### src/rtl/mem_arbiter.sv
// mem_arbiter: shares the byte-wide RAM port between instruction fetch and
// the MEM-stage load/store. 32-bit words are moved one byte per cycle,
// little-endian. Each finished transfer gives its requester a one-cycle
// done pulse.
// Optional feature, enabled by defining IO_BUFFER_STALL_EN: writes to the
// IO region stall while io_buffer_full is high.
module mem_arbiter #(
  parameter int ADDR_W      = 32,
  parameter int IO_ADDR_BIT = 17
) (
  input  logic              clk,
  input  logic              rst,
  input  logic              rdy,
  input  logic              jump_flush,
  input  logic              if_req,
  input  logic [ADDR_W-1:0] if_addr,
  output logic              if_done,
  output logic [31:0]       if_inst,
  input  logic              mem_req,
  input  logic              mem_wr,
  input  logic [ADDR_W-1:0] mem_addr,
  input  logic [1:0]        mem_type,
  input  logic [31:0]       mem_wdata,
  output logic              mem_done,
  output logic [31:0]       mem_rdata,
  output logic [ADDR_W-1:0] ram_addr,
  output logic              ram_wr,
  output logic [7:0]        ram_dout,
  input  logic [7:0]        ram_din
`ifdef IO_BUFFER_STALL_EN
  ,
  input  logic              io_buffer_full
`endif
);

  localparam logic [2:0] S_IDLE   = 3'd0;
  localparam logic [2:0] S_IF_RD  = 3'd1;
  localparam logic [2:0] S_MEM_RD = 3'd2;
  localparam logic [2:0] S_MEM_WR = 3'd3;
  localparam logic [2:0] S_DONE   = 3'd4;

  logic [2:0]        state_q, state_d;
  logic [2:0]        cnt_q, cnt_d;
  logic [2:0]        n_q, n_d;
  logic              is_if_q, is_if_d;
  logic [ADDR_W-1:0] base_q, base_d;
  logic [ADDR_W-1:0] last_addr_q, last_addr_d;
  logic [31:0]       wdata_q, wdata_d;
  logic [31:0]       buf_q, buf_d;
  logic [31:0]       if_inst_q, if_inst_d;
  logic [31:0]       mem_rdata_q, mem_rdata_d;
  logic [1:0]        gap_q, gap_d;

  logic              io_full;
  logic              wr_stall;
  logic [2:0]        offs;
  logic [1:0]        bidx;

`ifdef IO_BUFFER_STALL_EN
  localparam bit GAP_EN = 1'b1;
  assign io_full = io_buffer_full;
`else
  localparam bit GAP_EN = 1'b0;
  assign io_full = 1'b0;
`endif

  // IO-region write blocked while the downstream buffer reports full
  assign wr_stall = base_q[IO_ADDR_BIT] & io_full;

  assign if_done   = (state_q == S_DONE) && is_if_q && !jump_flush;
  assign mem_done  = (state_q == S_DONE) && !is_if_q;
  assign if_inst   = if_inst_q;
  assign mem_rdata = mem_rdata_q;

  // RAM port drive; when frozen, re-present the last issued address so
  // ram_din is valid on the resume cycle
  always_comb begin
    offs     = (cnt_q == n_q) ? cnt_q - 3'd1 : cnt_q;
    ram_addr = last_addr_q;
    ram_wr   = 1'b0;
    ram_dout = 8'h00;
    if (rdy) begin
      case (state_q)
        S_IF_RD, S_MEM_RD: ram_addr = base_q + ADDR_W'(offs);
        S_MEM_WR: begin
          ram_addr = base_q + ADDR_W'(cnt_q);
          ram_wr   = !wr_stall;
          ram_dout = wdata_q[{cnt_q[1:0], 3'b000} +: 8];
        end
        default: ;
      endcase
    end
  end

  // Transfer sequencing: accept in IDLE, step one byte per enabled cycle
  always_comb begin
    state_d     = state_q;
    cnt_d       = cnt_q;
    n_d         = n_q;
    is_if_d     = is_if_q;
    base_d      = base_q;
    wdata_d     = wdata_q;
    buf_d       = buf_q;
    if_inst_d   = if_inst_q;
    mem_rdata_d = mem_rdata_q;
    gap_d       = gap_q;
    last_addr_d = ram_addr;
    bidx        = cnt_q[1:0] - 2'd1;
    if (rdy) begin
      case (state_q)
        S_IDLE: begin
          if (gap_q != 2'd0) begin
            gap_d = gap_q - 2'd1;
          end else if (mem_req) begin
            // MEM holds the older instruction, so it wins
            state_d = mem_wr ? S_MEM_WR : S_MEM_RD;
            is_if_d = 1'b0;
            base_d  = mem_addr;
            n_d     = (mem_type == 2'b00) ? 3'd1 : (mem_type == 2'b01) ? 3'd2 : 3'd4;
            wdata_d = mem_wdata;
            cnt_d   = 3'd0;
            buf_d   = 32'h0;
          end else if (if_req && !jump_flush) begin
            state_d = S_IF_RD;
            is_if_d = 1'b1;
            base_d  = if_addr;
            n_d     = 3'd4;
            cnt_d   = 3'd0;
            buf_d   = 32'h0;
          end
        end
        S_IF_RD, S_MEM_RD: begin
          if (state_q == S_IF_RD && jump_flush) begin
            state_d = S_IDLE;
            cnt_d   = 3'd0;
          end else begin
            // ram_din carries the byte addressed in the previous cycle
            if (cnt_q != 3'd0) buf_d[{bidx, 3'b000} +: 8] = ram_din;
            if (cnt_q == n_q) begin
              state_d = S_DONE;
              cnt_d   = 3'd0;
              if (is_if_q) if_inst_d = buf_d;
              else         mem_rdata_d = buf_d;
            end else begin
              cnt_d = cnt_q + 3'd1;
            end
          end
        end
        S_MEM_WR: begin
          if (!wr_stall) begin
            if (cnt_q == n_q - 3'd1) begin
              state_d = S_DONE;
              cnt_d   = 3'd0;
              // the buffer-full flag lags a cycle; keep IDLE quiet a bit
              if (GAP_EN && base_q[IO_ADDR_BIT]) gap_d = 2'd2;
            end else begin
              cnt_d = cnt_q + 3'd1;
            end
          end
        end
        S_DONE:  state_d = S_IDLE;
        default: state_d = S_IDLE;
      endcase
    end
  end

  // State registers with synchronous active-low reset
  always_ff @(posedge clk) begin
    if (!rst) begin
      state_q     <= S_IDLE;
      cnt_q       <= 3'd0;
      n_q         <= 3'd0;
      is_if_q     <= 1'b0;
      base_q      <= '0;
      last_addr_q <= '0;
      wdata_q     <= 32'h0;
      buf_q       <= 32'h0;
      if_inst_q   <= 32'h0;
      mem_rdata_q <= 32'h0;
      gap_q       <= 2'd0;
    end else begin
      state_q     <= state_d;
      cnt_q       <= cnt_d;
      n_q         <= n_d;
      is_if_q     <= is_if_d;
      base_q      <= base_d;
      last_addr_q <= last_addr_d;
      wdata_q     <= wdata_d;
      buf_q       <= buf_d;
      if_inst_q   <= if_inst_d;
      mem_rdata_q <= mem_rdata_d;
      gap_q       <= gap_d;
    end
  end

endmodule

### config.mk
export PLATFORM = sky130hd
export DESIGN_NAME = mem_arbiter
export DESIGN_NICKNAME = d
export VERILOG_FILES = /design/src/rtl/mem_arbiter.sv
export SDC_FILE = /design/constraint.sdc
export NUM_CORES = 1
export LEC_CHECK = 0
export BUFFER_PORTS_ARGS = -buffer_cell sky130_fd_sc_hd__buf_2
export CORE_UTILIZATION = 54
export CTS_CLUSTER_SIZE = 20
export DETAILED_ROUTE_END_ITERATION = 7
export PLACE_DENSITY = 0.92
export SLEW_MARGIN = 40
export SYNTH_ARGS = -nofsm -noshare
export SYNTH_HDL_FRONTEND = slang
export SYNTH_SLANG_ARGS = --single-unit
export TNS_END_PERCENT = 100
### constraint.sdc
create_clock -name clk -period 4.3 [get_ports clk]
set_input_delay 0.215 -clock clk [delete_from_list [all_inputs] [get_ports clk]]
set_output_delay 0.215 -clock clk [all_outputs]
set_load 0.005 [all_outputs]
======== Yosys cells after proc, flatten, opt, wreduce, memory -nomap -nowiden ========
Cells that the tools add are included.
Widths: inputs -> output; s select.
storage, ports and cells
  flip-flop bits (word level) ............. 204
  logic and storage cells ................. 97
  bits of input ports ..................... 113
  output and inout port bits .............. 107
operators by class
  bitwise gates (word level) .............. 3
  eq/ne operators ......................... 12
  shifts and indexed selects .............. 3
  reduce and logical (&&, ||, !) cells .... 23
  muxes and demuxes ....................... 37
  add/subtract/negate cells ............... 8
operators with widths
  operator                number
  $mux 32                 8
  $pmux 32 s2             2
  $add 32x3->32           2
  $mux 3                  17
  $bwmux 32               1
  $shift 8x7->32 const A  1
  $shiftx 32x6->8         1
  $shiftx 8x7->32         1
  $reduce_and 5->1        4
  $pmux 3 s3              2
  $mux 8                  2
  $reduce_and 4->1        3
  $neg 5->7               1
  $eq 3x2->1 const B      2
  $eq 3x3->1              2
  $ne 2x2->1 const B      3
  $ne 3x3->1 const B      2
  $reduce_bool 2->1       3
  $reduce_bool 3->1       2
  $sub 3x1->3 const B     2
  $logic_and 1x1->1       5
  $mux 1                  5
  $sub 2x1->2 const B     2
  $add 3x1->3 const B     1
  9 further kinds         12

======== Depth between registers and ports, before layout ========
Gate-level depths: netlist of run 1.
  depth in word-level cells ............... 7
  depth in mapped cells ................... 16
  depth with buffers taken out ............ 14

======== Worst setup path before layout of run 1 ========
Ideal clock, no wire load.
  path type ............................... flip-flop to output port
  start ................................... reg cnt_q[1]
  end ..................................... out ram_addr[20]
  data arrival time ....................... 3.208 ns
  cell stages (with the launch flop) ...... 14
  path buffers ............................ 2
  data required time ...................... 4.085 ns
  setup slack ............................. 0.877 ns
  cell sequence ........................... dfxtp_1 buf_1 inv_1 ha_1 inv_1 nor2_1 a21o_1 fa_1 nor2b_1 o2111a_1 clkbuf_1 nand4_1 mux2i_1 o21a_1
between the ends
  cells in the longest elaborated chain, start to end .. 5
  elaborated cells between the ends (all ways) .. 7
  classes of those cells .................. add/sub (3); eq/ne (1); mux (3)
RTL lines
  what                                              line  text
  from (decl)                                       43    logic [2:0] cnt_q, cnt_d;
  from (signal assigned)                            183   cnt_q <= cnt_d;
  $sub 3x1->3 / $eq 3x3->1 (equally long branches)  78    offs = (cnt_q == n_q) ? cnt_q - 3'd1 : cnt_q;
  $mux 3                                            78
  $add 32x3->32                                     84    S_IF_RD, S_MEM_RD: ram_addr = base_q + ADDR_W'(offs);
  $pmux 32 s2 (*)                                   83    case (state_q)
  $mux 32 (*)                                       82    if (rdy) begin
  to (decl)                                         26    output logic [ADDR_W-1:0] ram_addr,
Every way passes the cells marked *; elsewhere a longest branch is shown, timed or not.

======== Worst setup path after layout of run 1 ========
  start ................................... reg cnt_q[2]
  end ..................................... out ram_addr[20]
Same word-level chain as after synthesis.

==> impl_metrics.toml, run 1 <==
[die]
die_w_microns = 132
die_h_microns = 132
initial_core_util_pct = 55.3
ios = 220
rows = 47
die_area_sq_um = 17500
coreArea_sq_um = 16600

[critical_path]
crit_chain = "xor2_1 > nor3_4 > inv_2 > ha_1 > nand2_1 > o21ai_0 > ha_1 > inv_1 > fa_1 > nor2b_4 > o2111a_2 > nand4_1 > mux2i_1 > o21a_1 > buf_2"
slowest_delay_ns = 0.44
critPathCaptureType = "primary output"
cp_top_family = "adder cells"
r2r_start = "cnt_q[2]"
cp_max_fo = 9
path_class = "reg2out"
startpoint = "cnt_q[2]"
arrival_ns = 3.86
r2r-end = "last_addr_q[14]"
crit_top_cell = "ha_1"
r2r_cells = 14
required_ns = 4.09
crit_buf_inv = 3
startpoint_type = "flop"
ff2ff_setup_slack_ns = 0.87
slowest_stage = "dfxtp_1"

[yosys]
yosysSeqAreaShare_pct = 44.6
synth-edff-count = 0
synthesis.nets = 1189
ys_types = 60
yosys_most_used_dff = "dfxtp_1"
synth_seq_cells = 204
avgSynthCellArea_sq_um = 8.63
syn-cell-area_sq_um = 9160
synth-warning-count = 0
ys_async_sr_fraction_pct = 0
netlist_instances = 1062

[drt]
vias = 8834
ant_nets = 0
drt-pass1-iter-count = 5
drt_iter0_markers = 741
wl_microns = 26400
wl_per_cell_microns = 17.5
drc = 0
via_per_inst = 5.87

[clock_tree]
insertion_delay_ns = 0.50
post_cts_buffers = 0
cts_tree = "built"
cts_buffers = 21
cts.sinks = 204
htreeDepth = 1
clock_path_buffers = 3
root_buffer = "clkbuf_16"
clkTransAtPathRegs_ns = 0.06

[timing]
slew_violations = 0
hold_ws_ns = 0.0238
finalSetupTns_ns = 0
final-setup-viol-count = 0
slew_headroom_pct = 42.3
fmax_mhz = 245
fin_skew_ns = 0.0249
fin_crit_ns = 4.08
period_share_pct = 94.8
hold_viol = 0
layout_setup_ws_ns = 0.224
worst_slew_pin_slew_ns = 0.858
rsz0062_at_grt = "false"

[placement]
hpwl_microns = 17000
place_congestion = 0.818
portBuffers = 219
pre_cts_slack_ns = 0.490

[power_and_ir_drop]
power_w = 0.00456
leakagePower_nw = 4.63
powerDensity_nw_per_um2 = 401
peakVddDrop_mv = 0.326

[grt]
grt_pass1_wl_microns = 41600
grt_pass1_vias = 8518
grt_antenna_before_repair = 2
grt_usage_pct = 29.0
gr-total-overflow = 0
grt_max_degree = 116

[cells_and_area]
nets = 1400
drive_gt1_share_pct = 22.7
mostFrequentLayoutCells = "buf_2, dfxtp_1, nor2_1"
final_common_cell = "buf_2"
area_growth_syn_to_layout_pct = 24.2

[hold_path]
hp-start = "mem_wdata[13]"
whs_path_depth = 3
hold_path_class = "in2reg"
whs_endpoint = "wdata_q[13]"

[flow_run]
maxCapViolations = 0

[status]
outcome = "finished, final reports clean"
==> worst max-delay path by stage <==
stage          depth (start not counted)  slack (ns)            to
2_1_floorplan                         13        0.88  ram_addr[20]
3_3_place_gp                          15        0.66  ram_addr[20]
3_5_place_dp                          15        0.49  ram_addr[20]
4_1_cts                               15        0.08  ram_addr[22]
5_1_grt                               15      0.0002  ram_addr[20]
6_report                              15        0.22  ram_addr[20]
==> report_power, final <==
part	switching, W	internal [W]
combinational	0.000420	0.000310
clock	0.000724	0.00101
sequential	0.0000906	0.00201
total	0.00124	0.00333
==> flip-flops by register name, indices dropped and copies added, names as in the netlist <==
signal,cells
is_if_q,1
if_inst,32
mem_rdata,32
gap_q,2
n_q,3
base_q,32
last_addr_q,32
cnt_q,3
buf_q,32
state_q,3
wdata_q,32
==> cells in the mapped netlist (all sizes together) (13+ instances only) <==
library cell,number,area share [%]
ha,13,1.8
buf,19,0.90
a22oi,15,1.2
inv,16,0.66
a211oi,107,8.8
nand3,13,0.76
o21ai,42,2.3
mux2i,38,4.2
and2,17,1.2
clkbuf,56,2.3
nor2,137,5.6
dfxtp,204,45
a21oi,66,3.6
nand2,130,5.3
a31oi,24,1.6
nor2b,34,2.3
==> metrics by stage <==
step,cell area (sq um),std cells,util (%)
detailed placement,10400,1438,62.5
CTS,11300,1503,68.2
floorplan,9160,1062,-
global route,11400,1506,68.6
finish,11400,1506,68.6
global placement,10300,1437,62.4
==> layer usage <==
layer / up-vias / share of wire (%) / GRT usage (%) / wire, microns
met5: - / 0 / 0 / 0
met1: 4130 / 41 / 36.4 / 10800
met3: 67 / 7.0 / 4.27 / 1850
li1: 4212 / - / - / -
met4: 0 / 2.7 / 10.5 / 714
met2: 425 / 49 / 50.7 / 13000
==> logic make-up (layout without fill, tap and decap cells) <==
family / Yosys count / after routing / share of synthesized area (%)
buffers and inverters: 91 / 313 / 3.85
and+or+nand+nor: 394 / 394 / 20.1
xor gates and xnor gates: 23 / 23 / 2.35
muxes: 47 / 47 / 6.24
other: 0 / 2 / 0
adders and majority gates: 14 / 14 / 1.99
AOI/OAI and AO/OA: 289 / 289 / 20.9
DFF: 204 / 204 / 44.6
==> what timing repair did <==
action | CTS | global route
gates cloned | 0 | 0
pin swaps | 0 | 0
endpoints found under the setup margin | 1 | 14
resized for setup | 1 | 6
hold buffers | 31 | 0
endpoints found under the hold margin | 31 | 0
==> tightest hold or removal path, stage by stage <==
cell and delay, ns:
buf_2 0.10, nand2_1 0.07, a21oi_1 0.07
==> cell type report <==
type / count / area, sq um
Fill cell: 1286 / 5200
Multi-Input combinational cell: 767 / 4780
Sequential cell: 204 / 4080
Timing Repair Buffer: 263 / 1540
Clock buffer: 30 / 589
Tap cell: 220 / 275
Inverter: 16 / 65.1
Clock inverter: 4 / 48.8
Antenna cell: 2 / 5.00
(Power assumes the default switching activity.)
==> run 2: changes to the inputs <==
- ABC_AREA: not set -> 1
- CORE_UTILIZATION: 54 -> 50
- CTS_BUF_LIST: not set -> sky130_fd_sc_hd__clkbuf_8
- PLACE_DENSITY: 0.92 -> 0.86
==> run 2 against run 1 <==
Sequential share of layout area fell by 4.7 points. Maximum frequency is 2.6% higher. Critical path depth up 4. Critical path type unchanged. Synthesized area up 15%. Hold slack better by 0.048 ns. Cell area increased by 15%. Highest routed layer unchanged. Clock power is 3% higher. First-iteration DRC count rose by 42%. Non-clock buffer count up 64.
==> impl_metrics.toml, run 2 <==
[status]
outcome = "finished, final reports clean"

[power_and_ir_drop]
power_frac_clock_pct = 30.2
leakagePower_nw = 6.19
switching_power_w = 0.00209
pwr-share-seq_pct = 39.7
internal_power_w = 0.00380
comb_power_share_pct = 30.1
powerDensity_nw_per_um2 = 449
peakVddDrop_mv = 0.285
switching_share_pct = 35.5
power_w = 0.00589

[timing]
rsz0062_at_grt = "false"
slew_violations = 0
fin_crit_ns = 3.97
slew_headroom_pct = 44.4
final-setup-viol-count = 0
period_share_pct = 92.4
worst_slew_pin_slew_ns = 0.833
hold_viol = 0
hold_ws_ns = 0.0721
finalSetupTns_ns = 0
fmax_mhz = 252
fin_skew_ns = 0.0264

[critical_path]
r2r_cells = 18
startpoint = "cnt_q[0]"
r2r-end = "last_addr_q[16]"
critPathCaptureType = "primary output"
r2r_start = "cnt_q[0]"
arrival_ns = 3.76
crit_path_end = "ram_addr[16]"
path_class = "reg2out"
required_ns = 4.09
cp_max_fo = 21
ff2ff_setup_slack_ns = 1.10
startpoint_type = "flop"

[cells_and_area]
final_common_cell = "nand2_1"
nets = 2007
mostFrequentLayoutCells = "nand2_1, nor2_1, buf_2"
area_growth_syn_to_layout_pct = 24.9
drive_gt1_share_pct = 17.2
antenna_cells = 0

[drt]
drt_iter0_markers = 1050
wirelength_met1_microns = 13400
wl_microns = 32200
wl_per_cell_microns = 14.8
vias = 11700
topRoutingLayerUsed = "met4"
drc = 0
drt-pass1-iter-count = 6
via_per_inst = 5.36
wl_met2_microns = 14700
wl_met3_microns = 2860
ant_nets = 0

[clock_tree]
cts_tree = "built"
clkTransAtPathRegs_ns = 0.06
insertion_delay_ns = 0.54
clock_path_buffers = 3
cts.sinks = 204
htreeDepth = 2
cts_buffers = 35
root_buffer = "clkbuf_8"
post_cts_buffers = 0

[die]
rows = 52
initial_core_util_pct = 51.4
ios = 220
die_area_sq_um = 21600
die_w_microns = 147
die_h_microns = 147
coreArea_sq_um = 20400

[yosys]
yosysMostFrequentCell = "nand2_1"
synth_seq_cells = 204
ys_types = 36
synth_top_area_cell = "dfxtp_1"
avgSynthCellArea_sq_um = 6.51
synth_top_area_share_pct = 38.9
netlist_instances = 1612
syn-cell-area_sq_um = 10500
synth-edff-count = 0
yosys_most_used_dff = "dfxtp_1"
synth.area.top_cells = "dfxtp_1, nand2_1, nor2_1"
synthesis.nets = 1739
yosys-top-cells-count = "nand2_1, nor2_1, dfxtp_1, o21ai_0, nand3_1"
ys_async_sr_fraction_pct = 0
yosysSeqAreaShare_pct = 38.9
synth-warning-count = 0

[placement]
portBuffers = 219
place_congestion = 0.916
hpwl_microns = 19700

[grt]
grt_pass1_wl_microns = 52000
gr-total-overflow = 0
grt_usage_pct = 29.5
grt_max_degree = 122
grt_pass1_vias = 10700
grt_antenna_before_repair = 0

[hold_path]
hold_path_class = "in2reg"

[flow_run]
maxCapViolations = 0
[run 2: logic make-up after synthesis]
group / Yosys count / share of synthesized area [%]
simple gates: 871 / 33.9
compound gates: 298 / 14.8
buf+inv: 217 / 9.94
flops: 204 / 38.9
fa+ha+maj: 14 / 1.74
xor+xnor: 8 / 0.668
[run 2: what timing repair did]
item | CTS | global route
hold endpoints to repair | 66 | 0
setup endpoints to repair | 0 | 21
hold buffers | 97 | 0
gates resized for setup | 0 | 5
[run 2: worst min path at each step]
stage | startpoint | to | slack, ns | cells after the start
after floorplan | mem_wdata[0] | wdata_q[0] | 0.35 | 2
after global placement | mem_wdata[21] | wdata_q[21] | 0.44 | 3
after detailed placement | mem_wdata[30] | wdata_q[30] | 0.44 | 3
after CTS | mem_type[1] | n_q[0] | 0.05 | 5
after global routing | mem_type[1] | n_q[0] | 0.15 | 5
final | mem_type[1] | n_q[0] | 0.07 | 5
[run 2: cell type report]
| class | instances | area, sq um |
|---|---|---|
| clock buffers | 43 | 592 |
| clock inverters | 18 | 110 |
| fillers | 1813 | 7320 |
| inverters | 121 | 459 |
| multi-input cells | 1191 | 5370 |
| flip-flops and latches | 204 | 4090 |
| well taps | 270 | 338 |
| repair buffers | 327 | 2160 |
[run 2: power by group through the flow]
stage	logic, W	clock network [W]	registers, W
2_1_floorplan	0.00122	0	0.00231
3_3_place_gp	0.00158	0	0.00236
3_5_place_dp	0.00160	0	0.00236
4_1_cts	0.00173	0.00179	0.00233
5_1_grt	0.00199	0.00189	0.00236
6_report	0.00177	0.00178	0.00234
[run 2: per-stage QoR]
step	setup slack (ns)	util [%]	cell area (sq um)	instances
2_1_floorplan	1.34	-	10500	1612
3_5_place_dp	0.766	55.9	11400	2016
3_3_place_gp	0.855	55.9	11400	2016
5_1_grt	0.0236	64.2	13100	2174
4_1_cts	0.163	64.1	13100	2174
6_report	0.328	64.2	13100	2174
[run 2: layer usage]
| layer | vias to the layer above | GRT usage (%) |
|---|---|---|
| met5 | - | 0 |
| li1 | 5690 | - |
| met2 | 611 | 47.6 |
| met1 | 5236 | 38.0 |
| met3 | 114 | 5.56 |
| met4 | 0 | 13.8 |
[run 2: critical path, stage by stage, from the launching register on]
cell and delay [ns]:
dfxtp_2 0.38, clkinv_4 0.15, nand2_1 0.06, nand2_1 0.09, nand3_1 0.18, ha_1 0.33, o21bai_1 0.07, inv_1 0.06
ha_1 0.19, inv_1 0.07, fa_1 0.40, inv_1 0.11, nand3_1 0.07, nand2_1 0.18, nand2_1 0.15, o21ai_0 0.17
nand2_1 0.09, o21ai_0 0.24, inv_1 0.08, buf_2 0.13
